<file path="config.mk">
export PLATFORM = sky130hd
export DESIGN_NAME = ds_pixel_update
export DESIGN_NICKNAME = d
export VERILOG_FILES = /design/src/rtl/ds_pkg.sv /design/src/rtl/ds_bg_ram.sv /design/src/rtl/ds_pixel_update.sv
export SDC_FILE = /design/constraint.sdc
export NUM_CORES = 2
export LEC_CHECK = 0
export ABC_AREA = 1
export BUFFER_PORTS_ARGS = -buffer_cell sky130_fd_sc_hd__buf_2
export CAP_MARGIN = 20
export CORE_MARGIN = 3
export CORE_UTILIZATION = 25
export CTS_CLUSTER_SIZE = 8
export DETAILED_ROUTE_END_ITERATION = 7
export GPL_ROUTABILITY_DRIVEN = 0
export PLACE_DENSITY = 0.42
export SLEW_MARGIN = 20
export SYNTH_ARGS = -nofsm -noshare
export SYNTH_HDL_FRONTEND = slang
export SYNTH_SLANG_ARGS = --single-unit
</file>
<file path="constraint.sdc">
create_clock -name clk -period 33.9 [get_ports clk]
set_input_delay 5.085 -clock clk [delete_from_list [all_inputs] [get_ports clk]]
set_output_delay 5.085 -clock clk [all_outputs]
set_load 0.02 [all_outputs]
</file>
<file path="src/rtl/ds_pkg.sv">
`default_nettype none
// ============================================================================
//  Module      : ds_pkg
//  Description : Shared widths, default variance limits, FSM state encoding
//                and the variance clamp helper for the sigma-delta
//                background-subtraction pixel pipeline.
//  Revision    : 1.0  initial release
// ============================================================================
package ds_pkg;

    localparam int PIX_W    = 8;    // colour / luma / M / V width
    localparam int LUMA_W   = 10;   // R + 2G + B intermediate width
    localparam int VMIN_DEF = 2;
    localparam int VMAX_DEF = 255;

    typedef enum logic [1:0] {
        S_COLLECT = 2'd0,
        S_CALC    = 2'd1,
        S_OUT     = 2'd2
    } state_t;

    // Saturate a widened variance into [lo, hi] and narrow it to PIX_W bits.
    function automatic logic [PIX_W-1:0] clamp_var(
        input logic [LUMA_W-1:0] v,
        input logic [LUMA_W-1:0] lo,
        input logic [LUMA_W-1:0] hi
    );
        logic [LUMA_W-1:0] t;
        t = v;
        if (t < lo) t = lo;
        if (t > hi) t = hi;
        return t[PIX_W-1:0];
    endfunction

endpackage
`default_nettype wire

</file>
<file path="src/rtl/ds_bg_ram.sv">
`default_nettype none
// ============================================================================
//  Module      : ds_bg_ram
//  Description : Single-port background RAM holding one {M,V} word per pixel.
//                Registered read with one cycle latency; a write in the same
//                cycle as a read returns the old contents (no write-first).
//  Revision    : 1.0  initial release
//
//  Ports
//    clk      in   clock, rising edge
//    i_we     in   write enable
//    i_re     in   read enable (loads o_rdata on the next edge)
//    i_addr   in   AW  word address
//    i_wdata  in   DW  write data
//    o_rdata  out  DW  registered read data
// ============================================================================
module ds_bg_ram #(
    parameter int DEPTH = 256,
    parameter int AW    = 8,
    parameter int DW    = 16
) (
    input  logic          clk,
    input  logic          i_we,
    input  logic          i_re,
    input  logic [AW-1:0] i_addr,
    input  logic [DW-1:0] i_wdata,
    output logic [DW-1:0] o_rdata
);

    logic [DW-1:0] r_mem [DEPTH];
    logic [DW-1:0] r_rdata;

    always_ff @(posedge clk) begin
        if (i_we) begin
            r_mem[i_addr] <= i_wdata;
        end
        if (i_re) begin
            r_rdata <= r_mem[i_addr];
        end
    end

    assign o_rdata = r_rdata;

endmodule
`default_nettype wire

</file>
<file path="src/rtl/ds_pixel_update.sv">
`default_nettype none
// ============================================================================
//  Module      : ds_pixel_update
//  Description : Sigma-delta background model update. Collects an R,G,B byte
//                triple from an upstream FIFO, converts it to luma, updates
//                the per-pixel mean/variance stored in ds_bg_ram and emits a
//                one-bit foreground mask through a valid/ready handshake.
//  Revision    : 1.0  initial release
//
//  Configuration macro
//    DS_VAR_CLAMP_EN  defined   : updated variance clamped to [VMIN,VMAX]
//                     undefined : updated variance only saturates to [1,255]
//
//  Ports
//    clk         in   sole clock, rising edge
//    reset       in   synchronous active-high reset
//    fifo_empty  in   upstream byte FIFO empty
//    fifo_data   in   8  upstream byte (R, G, B order)
//    fifo_rd_en  out  byte pop, consumes fifo_data this cycle
//    mask        out  foreground flag for the current pixel
//    mask_valid  out  mask / mask_last valid
//    mask_ready  in   downstream accepts mask
//    mask_last   out  current pixel is the last of the frame
// ============================================================================
module ds_pixel_update
    import ds_pkg::*;
#(
    parameter int NPIX  = 256,
    parameter int N_AMP = 2,
    parameter int VMIN  = VMIN_DEF,
    parameter int VMAX  = VMAX_DEF
) (
    input  logic             clk,
    input  logic             reset,
    input  logic             fifo_empty,
    input  logic [PIX_W-1:0] fifo_data,
    output logic             fifo_rd_en,
    output logic             mask,
    output logic             mask_valid,
    input  logic             mask_ready,
    output logic             mask_last
);

    localparam int IDX_W = (NPIX > 1) ? $clog2(NPIX) : 1;

`ifdef DS_VAR_CLAMP_EN
    localparam bit CLAMP_EN = 1'b1;
`else
    localparam bit CLAMP_EN = 1'b0;
`endif

    localparam logic [LUMA_W-1:0] V_LO = CLAMP_EN ? LUMA_W'(VMIN) : LUMA_W'(1);
    localparam logic [LUMA_W-1:0] V_HI = CLAMP_EN ? LUMA_W'(VMAX) : LUMA_W'(255);

    state_t             r_state;
    state_t             w_next;
    logic [1:0]         r_byte_cnt;
    logic [PIX_W-1:0]   r_r;
    logic [PIX_W-1:0]   r_g;
    logic [PIX_W-1:0]   r_b;
    logic [IDX_W-1:0]   r_index;
    logic               r_init;
    logic               r_mask;
    logic               r_last;

    logic               w_ram_we;
    logic               w_ram_re;
    logic               w_hs;
    logic [2*PIX_W-1:0] w_rd;
    logic [2*PIX_W-1:0] w_wdata;

    logic [LUMA_W-1:0]  w_luma;
    logic [PIX_W-1:0]   w_y;
    logic [PIX_W-1:0]   w_m;
    logic [PIX_W-1:0]   w_v;
    logic [PIX_W-1:0]   w_mn;
    logic [PIX_W-1:0]   w_d;
    logic [LUMA_W-1:0]  w_amp;
    logic [LUMA_W-1:0]  w_v_ext;
    logic [LUMA_W-1:0]  w_v_step;
    logic [PIX_W-1:0]   w_vn;
    logic               w_last_pix;

    // ------------------------------------------------------------------
    // FSM next state and control strobes
    // ------------------------------------------------------------------
    always_comb begin
        w_next     = r_state;
        fifo_rd_en = 1'b0;
        w_ram_we   = 1'b0;
        w_ram_re   = 1'b0;
        w_hs       = 1'b0;
        case (r_state)
            S_COLLECT: begin
                fifo_rd_en = !fifo_empty;
                // The final byte also launches the background read so that
                // {M,V} is available as soon as CALC starts.
                if (!fifo_empty && (r_byte_cnt == 2'd2)) begin
                    w_ram_re = 1'b1;
                    w_next   = S_CALC;
                end
            end
            S_CALC: begin
                w_ram_we = 1'b1;
                w_next   = S_OUT;
            end
            S_OUT: begin
                if (mask_ready) begin
                    w_hs   = 1'b1;
                    w_next = S_COLLECT;
                end
            end
            default: w_next = S_COLLECT;
        endcase
    end

    // ------------------------------------------------------------------
    // Luma and sigma-delta update datapath
    // ------------------------------------------------------------------
    always_comb begin
        w_luma  = {2'b00, r_r} + {1'b0, r_g, 1'b0} + {2'b00, r_b};
        w_y     = PIX_W'(w_luma >> 2);
        w_m     = w_rd[2*PIX_W-1:PIX_W];
        w_v     = w_rd[PIX_W-1:0];

        // Mean steps by one toward Y; the comparisons rule out wrap.
        if (w_m < w_y) begin
            w_mn = w_m + 8'd1;
        end else if (w_m > w_y) begin
            w_mn = w_m - 8'd1;
        end else begin
            w_mn = w_m;
        end

        w_d     = (w_y >= w_mn) ? (w_y - w_mn) : (w_mn - w_y);
        w_amp   = LUMA_W'(N_AMP) * {2'b00, w_d};
        w_v_ext = {2'b00, w_v};

        // V > amp implies V >= 2 here, so the decrement cannot underflow.
        w_v_step = w_v_ext;
        if (w_d != '0) begin
            if (w_v_ext < w_amp) begin
                w_v_step = w_v_ext + 10'd1;
            end else if (w_v_ext > w_amp) begin
                w_v_step = w_v_ext - 10'd1;
            end
        end

        w_vn       = clamp_var(w_v_step, V_LO, V_HI);
        w_wdata    = r_init ? {w_y, PIX_W'(VMIN)} : {w_mn, w_vn};
        w_last_pix = (r_index == IDX_W'(NPIX - 1));
    end

    // ------------------------------------------------------------------
    // State and data registers
    // ------------------------------------------------------------------
    always_ff @(posedge clk) begin
        if (reset) begin
            r_state    <= S_COLLECT;
            r_byte_cnt <= 2'd0;
            r_r        <= '0;
            r_g        <= '0;
            r_b        <= '0;
            r_index    <= '0;
            r_init     <= 1'b1;
            r_mask     <= 1'b0;
            r_last     <= 1'b0;
        end else begin
            r_state <= w_next;

            if (fifo_rd_en) begin
                case (r_byte_cnt)
                    2'd0: begin
                        r_r        <= fifo_data;
                        r_byte_cnt <= 2'd1;
                    end
                    2'd1: begin
                        r_g        <= fifo_data;
                        r_byte_cnt <= 2'd2;
                    end
                    default: begin
                        r_b        <= fifo_data;
                        r_byte_cnt <= 2'd0;
                    end
                endcase
            end

            if (r_state == S_CALC) begin
                r_mask <= r_init ? 1'b0 : (w_d > w_vn);
                r_last <= w_last_pix;
            end

            if (w_hs) begin
                if (w_last_pix) begin
                    r_index <= '0;
                    r_init  <= 1'b0;
                end else begin
                    r_index <= r_index + 1'b1;
                end
            end
        end
    end

    assign mask       = r_mask;
    assign mask_last  = r_last;
    assign mask_valid = (r_state == S_OUT);

    ds_bg_ram #(
        .DEPTH (NPIX),
        .AW    (IDX_W),
        .DW    (2*PIX_W)
    ) u_ram (
        .clk     (clk),
        .i_we    (w_ram_we),
        .i_re    (w_ram_re),
        .i_addr  (r_index),
        .i_wdata (w_wdata),
        .o_rdata (w_rd)
    );

endmodule
`default_nettype wire

</file>
==> impl_metrics.env <==
export IMPL_worst_ir_drop_vdd_mv=0.05302
export IMPL_critical_path_capture_point_type="primary output"
export IMPL_drive_gt1_share_pct=11.46
export IMPL_worst_endpoint_required_ns=28.81
export IMPL_drt_pass_1_iters=8
export IMPL_placed_area_sq_um=175800
export IMPL_setup_tns_final_ns=0
export IMPL_max_slew_worst_pin_slew_ns=1.276
export IMPL_pwr_share_seq_pct=50.4
export IMPL_synth_compound_gate_area_share_pct=12.98
export IMPL_ys_seq_area_share_pct=76.31
export IMPL_crit_path_max_incr_delay_ns=0.19
export IMPL_synthesis_area_sq_um=162800
export IMPL_route_vias_total=104762
export IMPL_post_synth_top_area_cell="sky130_fd_sc_hd__edfxtp_1"
export IMPL_antenna_violations_before_repair=28
export IMPL_dominant_combinational_cell_family_by_area_after_synthesis="compound AO/OA/AOI/OAI gates"
export IMPL_grt_first_pass_wirelength_mm=811.4
export IMPL_rows=295
export IMPL_critical_path_class="in2out"
export IMPL_ys_types=51
export IMPL_synth_area_per_cell_sq_um=13.42
export IMPL_timing_hold_violations_final=0
export IMPL_floorplan_initialDensity_pct=25.17
export IMPL_cts_reportedPaths_clkPinSlew_ns=0.06
export IMPL_synth_xor_area_share_pct=0.1076
export IMPL_share_clk_of_total_power_pct=47.2
export IMPL_core_region_area_sq_um=647000
export IMPL_hold_path_class="reg2reg"
export IMPL_fmaxAchievable_ghz=0.09419
export IMPL_critical_path_n_buffers_inverters=2
export IMPL_netlist_area_leader_share_pct=75.83
export IMPL_cts_tree="built"
export IMPL_synth_area_mux_share_pct=0
export IMPL_number_of_global_route_vias_before_repair=100399
export IMPL_synth_adder_area_share_pct=0.4534
export IMPL_grt_start_max_net_pins=174
export IMPL_post_route_cell_area_sq_um=191900
export IMPL_p_leak_nw=59.62
export IMPL_min_tclk_post_route_ns=10.62
export IMPL_post_route_period_util_pct=31.32
export IMPL_setup_viol=0
export IMPL_synth_simple_area_share_pct=7.825
export IMPL_via_per_inst=4.960
export IMPL_p_per_area_nw_per_um2=58.76
export IMPL_path_cells="buf_2, nor2_1, buf_2"
export IMPL_slowest_stage="sky130_fd_sc_hd__buf_2"
export IMPL_ios=16
export IMPL_critPathArrivalTime_ns=5.53
export IMPL_global_route_usage_total_pct=16.93
export IMPL_final_max_slew_violation_count=0
export IMPL_clock_skew_ns=0.05014
export IMPL_power_switching_share_pct=21.20
export IMPL_crit_path_max_fanout=3
export IMPL_first_iter_violations=10647
export IMPL_grt_remaining_overflow=0
export IMPL_synth_nets=12201
export IMPL_comb_power_share_pct=2.4
export IMPL_postRouteWirelength_mm=581.3
export IMPL_net_switching_power_w=0.002390
export IMPL_area_growth_synth_to_final_pct=17.85
export IMPL_crit_top_cell="sky130_fd_sc_hd__buf_2"
export IMPL_cts_htree_levels=6
export IMPL_synth_edf_count=4112
export IMPL_total_die_area_sq_um=661000
export IMPL_number_of_setup_buffers_added_after_cts=0
export IMPL_synth_area_leaders="sky130_fd_sc_hd__edfxtp_1 (76%), sky130_fd_sc_hd__o21ai_0 (6.4%), sky130_fd_sc_hd__nor2_1 (5.6%), sky130_fd_sc_hd__o22ai_1 (4.1%), sky130_fd_sc_hd__clkbuf_1 (1.9%)"
export IMPL_synth_cells=12136
export IMPL_critPathTopFamily="buffers and inverters"
export IMPL_power_report_internal_total_w=0.008885
export IMPL_port_buffers=15
export IMPL_cp_start_kind="input port"
export IMPL_synth_async_reset_ratio_pct=0
export IMPL_ys_warnings_count=0
export IMPL_cts_root_buf="sky130_fd_sc_hd__clkbuf_16"
export IMPL_die_outline_height_microns=813.0
export IMPL_worst_slew_margin_rel_pct=14.96
export IMPL_unrepaired_setup_endpoints_after_global_routing="false"
export IMPL_postRouteAntennaNets=0
export IMPL_cts_sinks=4151
export IMPL_most_common_library_cell_in_the_layout_ignoring_fill_and_taps="sky130_fd_sc_hd__edfxtp_1"
export IMPL_drc=0
export IMPL_hold_buffers=0
export IMPL_post_layout_total_power_w=0.01128
export IMPL_outcome="complete, no violations"
export IMPL_cts_path_max_buffers=4
export IMPL_post_cts_resized=0
export IMPL_cts_inserted_buffers=591
export IMPL_fin_nets=12456
export IMPL_worst_skew_pair_later_pin_latency_ns=1.07
export IMPL_wl_per_cell_microns=27.52
export IMPL_maxCapViolCount=0
export IMPL_mostFrequentLayoutCells="sky130_fd_sc_hd__edfxtp_1 (4,112), sky130_fd_sc_hd__nor2_1 (2,288), sky130_fd_sc_hd__o21ai_0 (2,084)"
export IMPL_total_of_flip_flops_plus_latches_after_synthesis=4151
export IMPL_primary_ff_master_synth="sky130_fd_sc_hd__edfxtp_1"
export IMPL_horizontal_die_dimension_microns=813.0
export IMPL_hpwl_mm=326.0
## flip-flops by register name, indices dropped and copies added (netlist names)
signal and flops:
r_g 8, mask 1, u_ram.o_rdata 16, r_byte_cnt 2, mask_last 1, r_r 8
u_ram.r_mem 4096, r_init 1, r_index 8, r_state 2, r_b 8
## tightest hold or removal path: cells and delay by family, from the launching register on
family	cells	cell delay, ns
AOI/OAI and AO/OA	1	0.05
DFF	1	0.31
and+or+nand+nor	1	0.06
## cell usage after synthesis (5+ instances only)
library cell	instances
sky130_fd_sc_hd__nor2_4	5
sky130_fd_sc_hd__buf_1	45
sky130_fd_sc_hd__clkinv_1	9
sky130_fd_sc_hd__dfxtp_1	39
sky130_fd_sc_hd__nand4_1	54
sky130_fd_sc_hd__a22o_1	153
sky130_fd_sc_hd__nor2_1	2433
sky130_fd_sc_hd__a21oi_1	75
sky130_fd_sc_hd__o21ai_0	2092
sky130_fd_sc_hd__o21ai_1	8
sky130_fd_sc_hd__nand2_1	600
sky130_fd_sc_hd__nand2_2	20
sky130_fd_sc_hd__nor4_1	13
sky130_fd_sc_hd__o22ai_1	1066
sky130_fd_sc_hd__edfxtp_1	4112
sky130_fd_sc_hd__a221oi_1	157
sky130_fd_sc_hd__nand3_2	8
sky130_fd_sc_hd__inv_1	125
sky130_fd_sc_hd__nand3_1	84
sky130_fd_sc_hd__a41oi_1	56
sky130_fd_sc_hd__clkbuf_1	808
sky130_fd_sc_hd__o221ai_1	18
sky130_fd_sc_hd__nor3_1	30
sky130_fd_sc_hd__fa_1	10
sky130_fd_sc_hd__inv_2	5
sky130_fd_sc_hd__ha_1	43
sky130_fd_sc_hd__xor2_1	16
sky130_fd_sc_hd__buf_2	9
## worst paths after layout
kind | startpoint | endpoint | slack, ns | depth (start not counted)
worst max-delay path | fifo_empty | fifo_rd_en | 23.28 | 3
worst min-delay path | r_b[0] | r_b[0] | 0.47 | 2
worst max register to register | r_r[1] | u_ram.r_mem[209][6] | 24.24 | 50
worst min register to register | r_b[0] | r_b[0] | 0.47 | 2
## kinds of logic after synthesis
kind of cell               after synthesis
AOI/OAI and AO/OA                     3651
xor gates and xnor gates                20
adders and majority gates               53
buffers and inverters                 1002
DFF                                   4151
and+or+nand+nor                       3259
## metal layers
metal | vias to the layer above | GRT usage [%] | part of all wire (%)
met3 | 739 | 2.421 | 5.7
met5 | - | 0 | 0
met1 | 54486 | 23.22 | 44
li1 | 46149 | - | -
met4 | 0 | 5.317 | 3.3
met2 | 3388 | 27.70 | 47
## through the flow
step / hold slack, ns / utilization (%) / std cells / setup WS, ns
2_1_floorplan: 0.4411 / - / 12136 / 18.34
3_5_place_dp: 0.4617 / 27.17 / 20407 / 23.27
3_3_place_gp: 0.4531 / 27.15 / 20396 / 23.30
6_report: 0.4658 / 29.66 / 21121 / 23.28
4_1_cts: 0.4707 / 29.64 / 21101 / 23.26
5_1_grt: 0.5022 / 29.65 / 21109 / 23.22
## power by group through the flow
stage	combinational (W)	sequential, W	clock, W
finish	0.000272	0.00568	0.00532
global placement	0.000279	0.00578	0
floorplan	0.000142	0.00586	0
CTS	0.000276	0.00568	0.00544
global route	0.000300	0.00568	0.00564
detailed placement	0.000276	0.00578	0
## layout make-up
class                           instances  area (sq um)
Timing Repair Buffer                  525          4392
Multi-Input combinational cell       6983         35870
Inverter                              139         559.3
Clock buffer                          643         15220
Tap cell                             8613         10780
Antenna cell                           16         40.04
Sequential cell                      4151        124300
Clock inverter                         51         764.5
Fill cell                           64860        455200
(Power assumes the default switching activity.)
